File: config.mk
export PLATFORM = sky130hd
export DESIGN_NAME = riscv_lsu_flat
export DESIGN_NICKNAME = d
export VERILOG_FILES = /design/src/rtl/riscv_lsu_if.sv /design/src/rtl/riscv_lsu.sv /design/src/flat_wrapper.sv
export SDC_FILE = /design/constraint.sdc
export NUM_CORES = 1
export LEC_CHECK = 0
export CAP_MARGIN = 10
export CORE_ASPECT_RATIO = 1.25
export CORE_UTILIZATION = 40
export DETAILED_ROUTE_END_ITERATION = 10
export GPL_TIMING_DRIVEN = 0
export PLACE_DENSITY = 0.78
export SLEW_MARGIN = 20
export SYNTH_ARGS = -nofsm -noshare
export SYNTH_HDL_FRONTEND = slang
export SYNTH_SLANG_ARGS = --single-unit
File: constraint.sdc
create_clock -name clk -period 2.38 [get_ports clk]
set_clock_uncertainty 0.1 [all_clocks]
set_input_delay 0.476 -clock clk [delete_from_list [all_inputs] [get_ports clk]]
set_output_delay 0.476 -clock clk [all_outputs]
set_load 0.005 [all_outputs]
File: src/rtl/riscv_lsu_if.sv
// Datapath and data-memory signal bundle for riscv_lsu.
// The LSU connects through the slave modport; the datapath/memory side uses master.
interface riscv_lsu_if;
    logic        req;
    logic        is_store;
    logic [2:0]  funct3;
    logic [31:0] addr;
    logic [31:0] wdata;
    logic        ready;
    logic        done;
    logic        err;
    logic [31:0] rdata;
    logic [31:0] dm_addr;
    logic [3:0]  dm_be;
    logic        dm_wr;
    logic [31:0] dm_wdata;
    logic [31:0] dm_rdata;

    modport slave (
        input  req, is_store, funct3, addr, wdata, dm_rdata,
        output ready, done, err, rdata, dm_addr, dm_be, dm_wr, dm_wdata
    );

    modport master (
        output req, is_store, funct3, addr, wdata, dm_rdata,
        input  ready, done, err, rdata, dm_addr, dm_be, dm_wr, dm_wdata
    );
endinterface

File: src/rtl/riscv_lsu.sv
// Multi-cycle RV32I load/store unit driving a word-indexed memory with registered read.
// Define LSU_MISALIGN_CHECK_EN to reject misaligned H/W accesses with err and no access.
module riscv_lsu #(
    parameter int DM_DEPTH_LOG2 = 10
) (
    input  logic        clk,
    input  logic        rst_n,
    riscv_lsu_if.slave  bus
);
    localparam logic [1:0] S_IDLE   = 2'd0;
    localparam logic [1:0] S_ACCESS = 2'd1;
    localparam logic [1:0] S_LOAD   = 2'd2;
    localparam logic [1:0] S_RESP   = 2'd3;

    logic [1:0]  r_state;
    logic        r_is_store;
    logic [2:0]  r_funct3;
    logic [1:0]  r_off;
    logic        r_err;
    logic [31:0] r_rdata;
    logic [31:0] r_dm_addr;
    logic [3:0]  r_dm_be;
    logic        r_dm_wr;
    logic [31:0] r_dm_wdata;

    logic        w_accept;
    logic        w_illegal;
    logic        w_misaligned;
    logic [3:0]  w_be;
    logic [31:0] w_wdata;
    logic [31:0] w_word_idx;
    logic [7:0]  w_byte;
    logic [15:0] w_half;
    logic [31:0] w_load;
    logic        w_unused;

    assign w_accept   = bus.req && (r_state == S_IDLE);
    assign w_illegal  = (bus.funct3 == 3'b011) || (bus.funct3[2:1] == 2'b11)
                     || (bus.is_store && bus.funct3[2]);
    assign w_word_idx = {{(32-DM_DEPTH_LOG2){1'b0}}, bus.addr[DM_DEPTH_LOG2+1:2]};
    assign w_unused   = ^bus.addr[31:DM_DEPTH_LOG2+2];

`ifdef LSU_MISALIGN_CHECK_EN
    assign w_misaligned = ((bus.funct3[1:0] == 2'b01) && bus.addr[0])
                       || ((bus.funct3[1:0] == 2'b10) && (bus.addr[1:0] != 2'b00));
`else
    assign w_misaligned = 1'b0;
`endif

    // Lane placement: halfwords use addr[1] only, words ignore the offset.
    always_comb begin
        w_be    = 4'b1111;
        w_wdata = bus.wdata;
        case (bus.funct3[1:0])
            2'b00: begin
                w_be    = 4'b0001 << bus.addr[1:0];
                w_wdata = {4{bus.wdata[7:0]}};
            end
            2'b01: begin
                w_be    = bus.addr[1] ? 4'b1100 : 4'b0011;
                w_wdata = {2{bus.wdata[15:0]}};
            end
            default: ;
        endcase
    end

    always_comb begin
        w_byte = bus.dm_rdata[7:0];
        case (r_off)
            2'd1:    w_byte = bus.dm_rdata[15:8];
            2'd2:    w_byte = bus.dm_rdata[23:16];
            2'd3:    w_byte = bus.dm_rdata[31:24];
            default: ;
        endcase
        w_half = r_off[1] ? bus.dm_rdata[31:16] : bus.dm_rdata[15:0];
        case (r_funct3)
            3'b000:  w_load = {{24{w_byte[7]}}, w_byte};
            3'b001:  w_load = {{16{w_half[15]}}, w_half};
            3'b100:  w_load = {24'h0, w_byte};
            3'b101:  w_load = {16'h0, w_half};
            default: w_load = bus.dm_rdata;
        endcase
    end

    // Memory controls are registered at accept so they are valid throughout ACCESS.
    always_ff @(posedge clk or negedge rst_n) begin
        if (!rst_n) begin
            r_state    <= S_IDLE;
            r_is_store <= 1'b0;
            r_funct3   <= 3'b000;
            r_off      <= 2'b00;
            r_err      <= 1'b0;
            r_rdata    <= 32'h0;
            r_dm_addr  <= 32'h0;
            r_dm_be    <= 4'h0;
            r_dm_wr    <= 1'b0;
            r_dm_wdata <= 32'h0;
        end else begin
            case (r_state)
                S_IDLE: begin
                    if (w_accept) begin
                        r_is_store <= bus.is_store;
                        r_funct3   <= bus.funct3;
                        r_off      <= bus.addr[1:0];
                        if (w_illegal || w_misaligned) begin
                            r_err   <= 1'b1;
                            r_state <= S_RESP;
                        end else begin
                            r_err     <= 1'b0;
                            r_dm_addr <= w_word_idx;
                            r_state   <= S_ACCESS;
                            if (bus.is_store) begin
                                r_dm_wr    <= 1'b1;
                                r_dm_be    <= w_be;
                                r_dm_wdata <= w_wdata;
                            end
                        end
                    end
                end
                S_ACCESS: begin
                    r_dm_wr <= 1'b0;
                    r_dm_be <= 4'h0;
                    r_state <= r_is_store ? S_RESP : S_LOAD;
                end
                S_LOAD: begin
                    r_rdata <= w_load;
                    r_state <= S_RESP;
                end
                default: begin
                    r_err   <= 1'b0;
                    r_state <= S_IDLE;
                end
            endcase
        end
    end

    assign bus.ready    = (r_state == S_IDLE);
    assign bus.done     = (r_state == S_RESP);
    assign bus.err      = (r_state == S_RESP) && r_err;
    assign bus.rdata    = r_rdata;
    assign bus.dm_addr  = r_dm_addr;
    assign bus.dm_be    = r_dm_be;
    assign bus.dm_wr    = r_dm_wr;
    assign bus.dm_wdata = r_dm_wdata;
endmodule

File: src/flat_wrapper.sv
// flat-port wrapper written by rule: the top's interface ports become plain ports
module riscv_lsu_flat 
#(
    parameter int DM_DEPTH_LOG2 = 10
)
  (clk, rst_n, bus_req, bus_is_store, bus_funct3, bus_addr, bus_wdata, bus_dm_rdata, bus_ready, bus_done, bus_err, bus_rdata, bus_dm_addr, bus_dm_be, bus_dm_wr, bus_dm_wdata);
  riscv_lsu_if bus_i ();
  input  logic clk;
  input  logic rst_n;
  input wire logic [$bits(bus_i.req)-1:0] bus_req;
  input wire logic [$bits(bus_i.is_store)-1:0] bus_is_store;
  input wire logic [$bits(bus_i.funct3)-1:0] bus_funct3;
  input wire logic [$bits(bus_i.addr)-1:0] bus_addr;
  input wire logic [$bits(bus_i.wdata)-1:0] bus_wdata;
  input wire logic [$bits(bus_i.dm_rdata)-1:0] bus_dm_rdata;
  output wire logic [$bits(bus_i.ready)-1:0] bus_ready;
  output wire logic [$bits(bus_i.done)-1:0] bus_done;
  output wire logic [$bits(bus_i.err)-1:0] bus_err;
  output wire logic [$bits(bus_i.rdata)-1:0] bus_rdata;
  output wire logic [$bits(bus_i.dm_addr)-1:0] bus_dm_addr;
  output wire logic [$bits(bus_i.dm_be)-1:0] bus_dm_be;
  output wire logic [$bits(bus_i.dm_wr)-1:0] bus_dm_wr;
  output wire logic [$bits(bus_i.dm_wdata)-1:0] bus_dm_wdata;
  assign bus_i.req = bus_req;
  assign bus_i.is_store = bus_is_store;
  assign bus_i.funct3 = bus_funct3;
  assign bus_i.addr = bus_addr;
  assign bus_i.wdata = bus_wdata;
  assign bus_i.dm_rdata = bus_dm_rdata;
  assign bus_ready = bus_i.ready;
  assign bus_done = bus_i.done;
  assign bus_err = bus_i.err;
  assign bus_rdata = bus_i.rdata;
  assign bus_dm_addr = bus_i.dm_addr;
  assign bus_dm_be = bus_i.dm_be;
  assign bus_dm_wr = bus_i.dm_wr;
  assign bus_dm_wdata = bus_i.dm_wdata;
  riscv_lsu #(.DM_DEPTH_LOG2(DM_DEPTH_LOG2)) u_core (.clk(clk), .rst_n(rst_n), .bus(bus_i));
endmodule
# == Word level (Yosys, flattened, before mapping) ==
# Index checks and enable logic that the tools add are counted.
# word_totals
output_inout_bits,104
register_bits,88
# op_classes
n_mux,21
bitwise,2
shifts,1
eq_ne,15
n_reduce_logical,15
# ops
operator,n
$pmux 32 s4,1
$pmux 32 s2,1
$pmux 8 s3,1
$mux 16,1
$mux 4,4
$pmux 4 s2,2
$eq 2x2->1 const B,5
$reduce_and 4->1,2
$eq 2x1->1 const B,3
$eq 3x3->1 const B,2
$mux 1,6
$pmux 2 s3,1
$logic_not 2->1,2
$mux 2,2
$ne 2x2->1 const B,2
$pmux 1 s2,2
$reduce_and 2->1,2
$shl 1x2->4 const A,1
$eq 3x1->1 const B,1
$eq 3x2->1 const B,1
$logic_and 1x1->1,3
$logic_not 3->1,1
$reduce_and 3->1,1
$logic_or 1x1->1,2
other kinds (4),5

# == Logic depth before layout (Yosys ltp) ==
# Gate-level depths: netlist of run 1.
# depth
ltp_word,6
ltp_mapped,8
ltp_nobuf,6

# == Worst setup path before layout of run 1 ==
# No wires, ideal clock.
# synth_path
kind,reg2reg
from,reg u_core.r_state[0]
to,"reg u_core.r_dm_wdata[1], in the netlist u_core.bus.dm_wdata[1]"
arrival_ns,1.777
setup_time_ns,0.125
setup_slack_ns,0.378
synth_period_minus_slack_ns,2.002
required_time_ns,2.155
path_stages_with_launch,8
n_path_buf,2
path_cell_list,dfrtp_1 inv_1 ha_1 nand2_2 a2111o_1 buf_2 buf_2 mux2_2
# synth_between
elab_chain_cells,3
# synth_rtl
item,line,source
start: declaration,riscv_lsu.sv:15,logic [1:0] r_state;
start signal: assignment,riscv_lsu.sv:123,r_state <= r_is_store ? S_RESP : S_LOAD;
$logic_not 2->1 *,--,
named net bus_ready,flat_wrapper.sv:16,output wire logic [$bits(bus_i.ready)-1:0] bus_ready;
$logic_and 1x1->1,riscv_lsu.sv:37,assign w_accept = bus.req && (r_state == S_IDLE);
$reduce_and 4->1 (no source line) *,--,
end signal: assignment,riscv_lsu.sv:115,r_dm_wdata <= w_wdata;
end: declaration,riscv_lsu.sv:24,logic [31:0] r_dm_wdata;
# Mark *: on every way through the listed nets, which the timed path passes. The rest lies on a longest branch.
# A chain may end at the register's enable or synchronous reset.

# == Worst setup path after layout of run 1 ==
# layout_path
from,reg u_core.r_state[1]
to,out bus_ready
# layout_between
elab_chain_cells,1
# layout_rtl
item,line,source
$logic_not 2->1,riscv_lsu.sv:137,assign bus.ready = (r_state == S_IDLE);
end: declaration,flat_wrapper.sv:16,
# No other way between the ends.

==> flow_metrics.tcl, run 1 <==
set metrics [dict create \
    drive_gt1_share_pct 11.97 \
    fin_area_um2 6580 \
    io_buffers 164 \
    drtIter0Drc 173 \
    slowest_stage "clkdlybuf4s50_1" \
    crit_fanout 7 \
    gr-total-overflow 0 \
    place_hpwl_mm 10.22 \
    clkTransAtPathRegs_ns 0.06 \
    p_per_area_nw_per_um2 1156 \
    first_global_vias 4088 \
    synth_area_leaders "dfrtp_1, mux2i_1, mux2_2" \
    clk_root_buffer_cell "clkbuf_16" \
    grt_max_degree 54 \
    fmax_mhz 435.1 \
    period_minus_slack_ns 2.298 \
    synth_edf_count 0 \
    post_cts_resize_count 0 \
    rsz0062_at_grt "yes" \
    final_nets 740 \
    insertion_delay_ns 0.33 \
    wirelength_mm 13.05 \
    tightest_slew_ns 0.9257 \
    netlist_area_um2 4402 \
    timing.rr.start "u_core.r_state[1]$_DFFE_PN0N_" \
    synth-compound-area-share_pct 15.18 \
    wire_per_inst_um 17.02 \
    final_cells 767 \
    gp_congestion 0.8645 \
    clockBufferDepth 2 \
    seq_area_frac_synth_pct 50.03 \
    antenna_left 0 \
    yosys.cell_types.count 43 \
    post_cts_buffers 0 \
    cp.arrival_ns 1.72 \
    routed_via_density 5.245 \
    worstPathRequired_ns 1.80 \
    status "finished with violations" \
    path_buf_inv 2 \
    critPathLaunch "u_core.r_state[1]$_DFFE_PN0N_" \
    layout-area-overhead-vs-synth_pct 49.49 \
    postCtsHoldBufs 0 \
    max-slew-margin-rel_pct 38.06 \
    synthArstFlopShare_pct 100.0 \
    ir_drop_uv 528.4 \
    synth-adder-area-share_pct 1.137 \
    final_hold_viol_count 1 \
    clock_sinks 88 \
    grtUsageTotal_pct 23.70 \
    synth_top_family_by_area "compound AO/OA/AOI/OAI gates" \
    synth-simple-area-share_pct 12.00 \
    die_w_um 95.83 \
    synth_warnings 0 \
    synth_largest_area_cell "dfrtp_1" \
    worst_path_largest_cell_delay_ns 0.55 \
    antenna_cells 0 \
    critPathKind "register to output port" \
    dr.pass1.iters 4 \
    path_delay_family "buffers and inverters" \
    drc_errors 0 \
    postPlaceCellArea_um2 6312 \
    grt_pass1_wl_mm 20.52 \
    end_kind "output port" \
    startpoint_type "register" \
    core_um2 10670 \
    cts_buffers 9 \
    ios 207 \
    report.final.slew_viol_count 0 \
    p_leak_nw 3.008 \
    worst_hold_slack_ns -0.002422 \
    synth.mux.area_fraction_pct 14.13 \
    syn_avg_cell_area_um2 10.10 \
    fin_ws_ns 0.08174 \
    synth-seq-cells 88 \
    drv_cap 0 \
    cts_tree "built" \
    hold_class "primary input to async pin" \
    pre_cts_slack_ns -0.1684 \
    start_util_pct 41.26 \
    synthCells 436 \
    power_mw 7.610 \
    dr_total_vias 4023 \
    dieArea_um2 11430 \
    placed_cells 754 \
    die_y_um 119.3 \
    synth_flop_cell "dfrtp_1" \
    synth-xor-area-share_pct 0 \
    yosysTopAreaCellShare_pct 50.03 \
    fin_crit_sh_pct 96.57 \
    h-tree-depth 3 \
    grt_antenna_before_repair 0 \
    row_count 42 \
    path_cells "inv_1 -> ha_1 -> clkdlybuf4s50_1" \
    final-setup-viol-count 0 \
    violations "negative hold slack" \
]
==> flip-flops by register name (all words and copies together), names as in the netlist <==
| name | flops |
|---|---|
| u_core.bus.dm_addr | 10 |
| u_core.r_is_store | 1 |
| u_core.bus.dm_wr | 1 |
| u_core.r_funct3 | 3 |
| u_core.bus.dm_be | 4 |
| u_core.r_err | 1 |
| u_core.bus.dm_wdata | 32 |
| u_core.r_off | 2 |
| u_core.r_state | 2 |
| u_core.bus.rdata | 32 |
==> layer usage <==
layer,GRT usage (%),vias up,share of wire (%)
met5,0,-,0
met4,9.328,0,2.8
met3,7.024,26,9.2
met2,41.34,196,51
met1,26.54,1929,37
li1,-,1872,-
==> path summary, 6_finish.rpt <==
path,end,slack [ns],cells after the start
max,bus_ready,0.08,3
min,u_core.bus.rdata[26]$_DFFE_PN0P_,-0.002,1
max reg2reg,u_core.bus.dm_wdata[7]$_DFFE_PN0P_,0.09,7
min reg2reg,u_core.bus.dm_wdata[11]$_DFFE_PN0P_,0.38,2
max in group asynchronous,u_core.bus.dm_wdata[17]$_DFFE_PN0P_,1.56,2
min in group clk,u_core.bus.dm_wdata[11]$_DFFE_PN0P_,0.38,2
==> cell usage in the layout, fill, tap and decap left out, drive strengths merged, types with 2 or more instances in the layout <==
cell type / synthesis / routed
a21oi: 44 / 44
a22o: 6 / 6
and3: 16 / 16
buf: 31 / 33
clkbuf: 17 / 29
clkdlybuf4s50: 0 / 163
clkinv: 1 / 2
conb: 1 / 22
dfrtp: 88 / 88
ha: 4 / 4
inv: 12 / 12
mux2: 23 / 23
mux2i: 34 / 34
nand2: 53 / 53
nand2b: 2 / 2
nand3b: 7 / 7
nor2: 28 / 28
nor2b: 3 / 3
o21ai: 30 / 30
o21bai: 2 / 2
o221ai: 7 / 7
o22ai: 8 / 8
or2: 2 / 2
==> cell families (layout without fill, tap and decap cells) <==
family,Yosys count,after routing
AND/OR/NAND/NOR,115,115
AO/OA/AOI/OAI,109,109
flip-flops,88,88
multiplexers,58,58
buffers and inverters,61,239
adder cells (fa/ha/maj),4,4
other,1,22
==> power breakdown <==
| part | internal (mW) | switching, mW | leakage (nW) |
|---|---|---|---|
| Clock | 0.745 | 0.540 | 0.130 |
| Combinational | 2.07 | 1.60 | 1.80 |
| Sequential | 2.22 | 0.422 | 1.08 |
| Total | 5.04 | 2.57 | 3.01 |
==> cell usage after synthesis (all sizes together) (2+ instances only) <==
library cell   n
dfrtp         88
nand2         53
a21oi         44
mux2i         34
buf           31
o21ai         30
nor2          28
mux2          23
clkbuf        17
and3          16
inv           12
o22ai          8
nand3b         7
o221ai         7
a22o           6
ha             4
nor2b          3
nand2b         2
o21bai         2
or2            2
==> layout make-up <==
type | instances | area [um2]
Clock buffer | 12 | 256.5
Multi-Input combinational cell | 308 | 1954
Buffer | 48 | 281.5
Sequential cell | 88 | 2202
Tap cell | 132 | 165.2
Timing Repair Buffer | 165 | 1667
Fill cell | 901 | 4088
Clock inverter | 1 | 5.005
Inverter | 13 | 48.80
==> metrics by stage <==
step                      setup TNS (ns)  utilization, %
after floorplan                        0               -
after global placement           -213.51           58.94
after detailed placement          -3.950           59.17
after CTS                              0           61.62
after global routing             -0.7348           61.68
final                                  0           61.68
==> worst reg2reg max path, delay by kind of cell (launching register included) <==
family / cells / cell delay, ns
AOI/OAI and AO/OA: 1 / 0.31
adders and majority gates: 1 / 0.31
buffers and inverters: 3 / 0.52
DFF: 1 / 0.42
muxes: 1 / 0.30
and+or+nand+nor: 1 / 0.20
(Power assumes the default switching activity.)
==> run 2, diff against run 1 <==
--- a/config.mk
+++ b/config.mk
@@ -5,9 +5,9 @@
 export SDC_FILE = /design/constraint.sdc
 export NUM_CORES = 1
 export LEC_CHECK = 0
-export CAP_MARGIN = 10
 export CORE_ASPECT_RATIO = 1.25
 export CORE_UTILIZATION = 40
+export CTS_CLUSTER_DIAMETER = 60
 export DETAILED_ROUTE_END_ITERATION = 10
 export GPL_TIMING_DRIVEN = 0
 export PLACE_DENSITY = 0.78
==> results of run 2 <==
Final layout, timing and power as in run 1 (identical DEF).
==> run 3, diff against run 2 <==
--- a/config.mk
+++ b/config.mk
@@ -5,12 +5,12 @@
 export SDC_FILE = /design/constraint.sdc
 export NUM_CORES = 1
 export LEC_CHECK = 0
-export CORE_ASPECT_RATIO = 1.25
-export CORE_UTILIZATION = 40
+export CORE_ASPECT_RATIO = 0.75
+export CORE_UTILIZATION = 37
 export CTS_CLUSTER_DIAMETER = 60
 export DETAILED_ROUTE_END_ITERATION = 10
 export GPL_TIMING_DRIVEN = 0
-export PLACE_DENSITY = 0.78
+export PLACE_DENSITY = 0.76
 export SLEW_MARGIN = 20
 export SYNTH_ARGS = -nofsm -noshare
 export SYNTH_HDL_FRONTEND = slang
==> constraint.sdc (replaced) <==
create_clock -name clk -period 2.1 [get_ports clk]
set_clock_uncertainty 0.1 [all_clocks]
set_input_delay 0.42 -clock clk [delete_from_list [all_inputs] [get_ports clk]]
set_output_delay 0.42 -clock clk [all_outputs]
set_load 0.005 [all_outputs]
==> run 3 against run 2 <==
The flow still finishes with violations (negative hold slack). Register-to-register slack improved by 0.02 ns. Count of clock-buffer cells in the layout rose by 1. Core utilization fell by 3.1 points. Clock power rose by 25%. First-iteration DRC count rose by 56%. Critical path depth rose by 2. Sequential cell count did not move. Final area rose by 3.0%. Global-route usage fell by 1.4 points. Non-clock buffer count rose by 6. Critical endpoint is now u_core.bus.rdata[11]$_DFFE_PN0P_. Largest power group unchanged. Highest routed layer unchanged.
==> flow_metrics.tcl, run 3 (same netlist as run 1, synthesis figures left out) <==
set metrics [dict create \
    first_global_vias 3872 \
    fin_crit_sh_pct 97.17 \
    drv_cap 0 \
    h-tree-depth 3 \
    dr.pass1.iters 4 \
    layout-area-overhead-vs-synth_pct 53.95 \
    grt_antenna_before_repair 0 \
    final-setup-viol-count 0 \
    num-fill-cells 1006 \
    cp.arrival_ns 2.13 \
    place_hpwl_mm 10.51 \
    fin_ws_ns 0.05951 \
    worst_hold_slack_ns -0.004464 \
    drtIter0Drc 270 \
    critPathKind "primary input to register" \
    antenna_left 0 \
    dr_total_vias 4072 \
    status "finished with violations" \
    startpoint_type "primary input" \
    dieArea_um2 12340 \
    wire_per_inst_um 17.16 \
    clk_root_buffer_cell "clkbuf_16" \
    report.final.slew_viol_count 0 \
    layout_commonest_cell "clkdlybuf4s50_1" \
    wirelength_mm 13.83 \
    cts_tree "built" \
    drive_gt1_share_pct 15.37 \
    grtUsageTotal_pct 22.30 \
    max-slew-margin-rel_pct 55.13 \
    pre_cts_slack_ns -0.3913 \
    gr-total-overflow 0 \
    p_per_area_nw_per_um2 1331 \
    ios 207 \
    fin_area_um2 6777 \
    ir_drop_uv 658.6 \
    end_kind "register" \
    insertion_delay_ns 0.33 \
    die_w_um 127.9 \
    postPlaceCellArea_um2 6350 \
    violations "negative hold slack" \
    gp_congestion 0.8822 \
    period_minus_slack_ns 2.040 \
    final_nets 746 \
    clock_sinks 88 \
    io_buffers 164 \
    cts_buffers 9 \
    core_um2 11570 \
    final_cells 806 \
    tightest_slew_ns 0.6723 \
    placed_cells 784 \
    clockBufferDepth 2 \
    grt_max_degree 46 \
    drc_errors 0 \
    hold_class "primary input to async pin" \
    fmax_mhz 490.1 \
    start_util_pct 38.04 \
    rsz0062_at_grt "no" \
    clkTransAtPathRegs_ns 0.06 \
    grt_pass1_wl_mm 20.77 \
    p_leak_nw 3.097 \
    antenna_cells 0 \
    die_y_um 96.46 \
    routed_via_density 5.052 \
    worstPathRequired_ns 2.18 \
    crit_fanout 8 \
    final_hold_viol_count 8 \
    row_count 34 \
    most-common-layout-cells "clkdlybuf4s50_1, dfrtp_1, nand2_1" \
]
## run 3: final timing paths
check,startpoint,to,slack [ns],cells after the start
worst max-delay path,bus_dm_rdata[31],u_core.bus.rdata[11]$_DFFE_PN0P_,0.06,5
worst min-delay path,rst_n,u_core.bus.rdata[2]$_DFFE_PN0P_,-0.004,1
max in group asynchronous,rst_n,u_core.bus.dm_addr[9]$_DFFE_PN0P_,1.27,2
worst min register to register,u_core.bus.dm_wdata[19]$_DFFE_PN0P_,u_core.bus.dm_wdata[19]$_DFFE_PN0P_,0.38,2
min in group clk,u_core.bus.dm_wdata[19]$_DFFE_PN0P_,u_core.bus.dm_wdata[19]$_DFFE_PN0P_,0.38,2
worst max register to register,u_core.r_state[0]$_DFFE_PN0N_,u_core.bus.rdata[12]$_DFFE_PN0P_,0.11,7
## run 3: timing repair
| item | in CTS | in global routing |
|---|---|---|
| hold buffers | 0 | 0 |
| pin swaps | 3 | 2 |
| resized for setup | 14 | 12 |
| buffers inserted | 3 | 5 |
| setup endpoints to repair | 64 | 58 |
## run 3: routing by layer
metal  track usage [%]  vias to the layer above  wire (um)
met1             29.75                     1988       5964
met3             5.947                       17       1093
met4             8.137                        0        249
met5                 0                        -          0
li1                  -                     1893          -
met2             35.05                      174       6523
## run 3: area by class of cell
class,count,area (um2),share of cell area [%]
inverter,13,50.05,0.7386
clock inverter,3,40.04,0.5908
timing repair buffer,173,1732,25.55
multi-input combinational,308,2007,29.62
tap,162,202.7,2.991
buffer,46,280.3,4.136
sequential,88,2205,32.53
clock buffer,13,260.3,3.840
## run 3: per-stage QoR
stage          power, mW  setup TNS (ns)  utilization (%)  hold WS (ns)
6_report           9.017               0            58.56     -0.004464
5_1_grt            9.600               0            58.56       0.03447
4_1_cts            9.008               0            58.05      0.008368
3_5_place_dp       7.220          -20.51            54.88        0.3682
3_3_place_gp       7.088         -258.06            54.66        0.3654
2_1_floorplan      4.886               0                -       0.02441
## run 3: worst max-delay path, stage by stage
cell             delay [ns]
clkdlybuf4s50_1        0.52
mux4_2                 0.55
a2111oi_4              0.35
buf_4                  0.22
a311oi_1               0.07
## run 3: power by group
part	total (mW)	internal, mW	switching, mW
Clock	1.61	0.984	0.630
Combinational	4.41	2.46	1.95
Sequential	2.99	2.52	0.473
Total	9.02	5.97	3.05
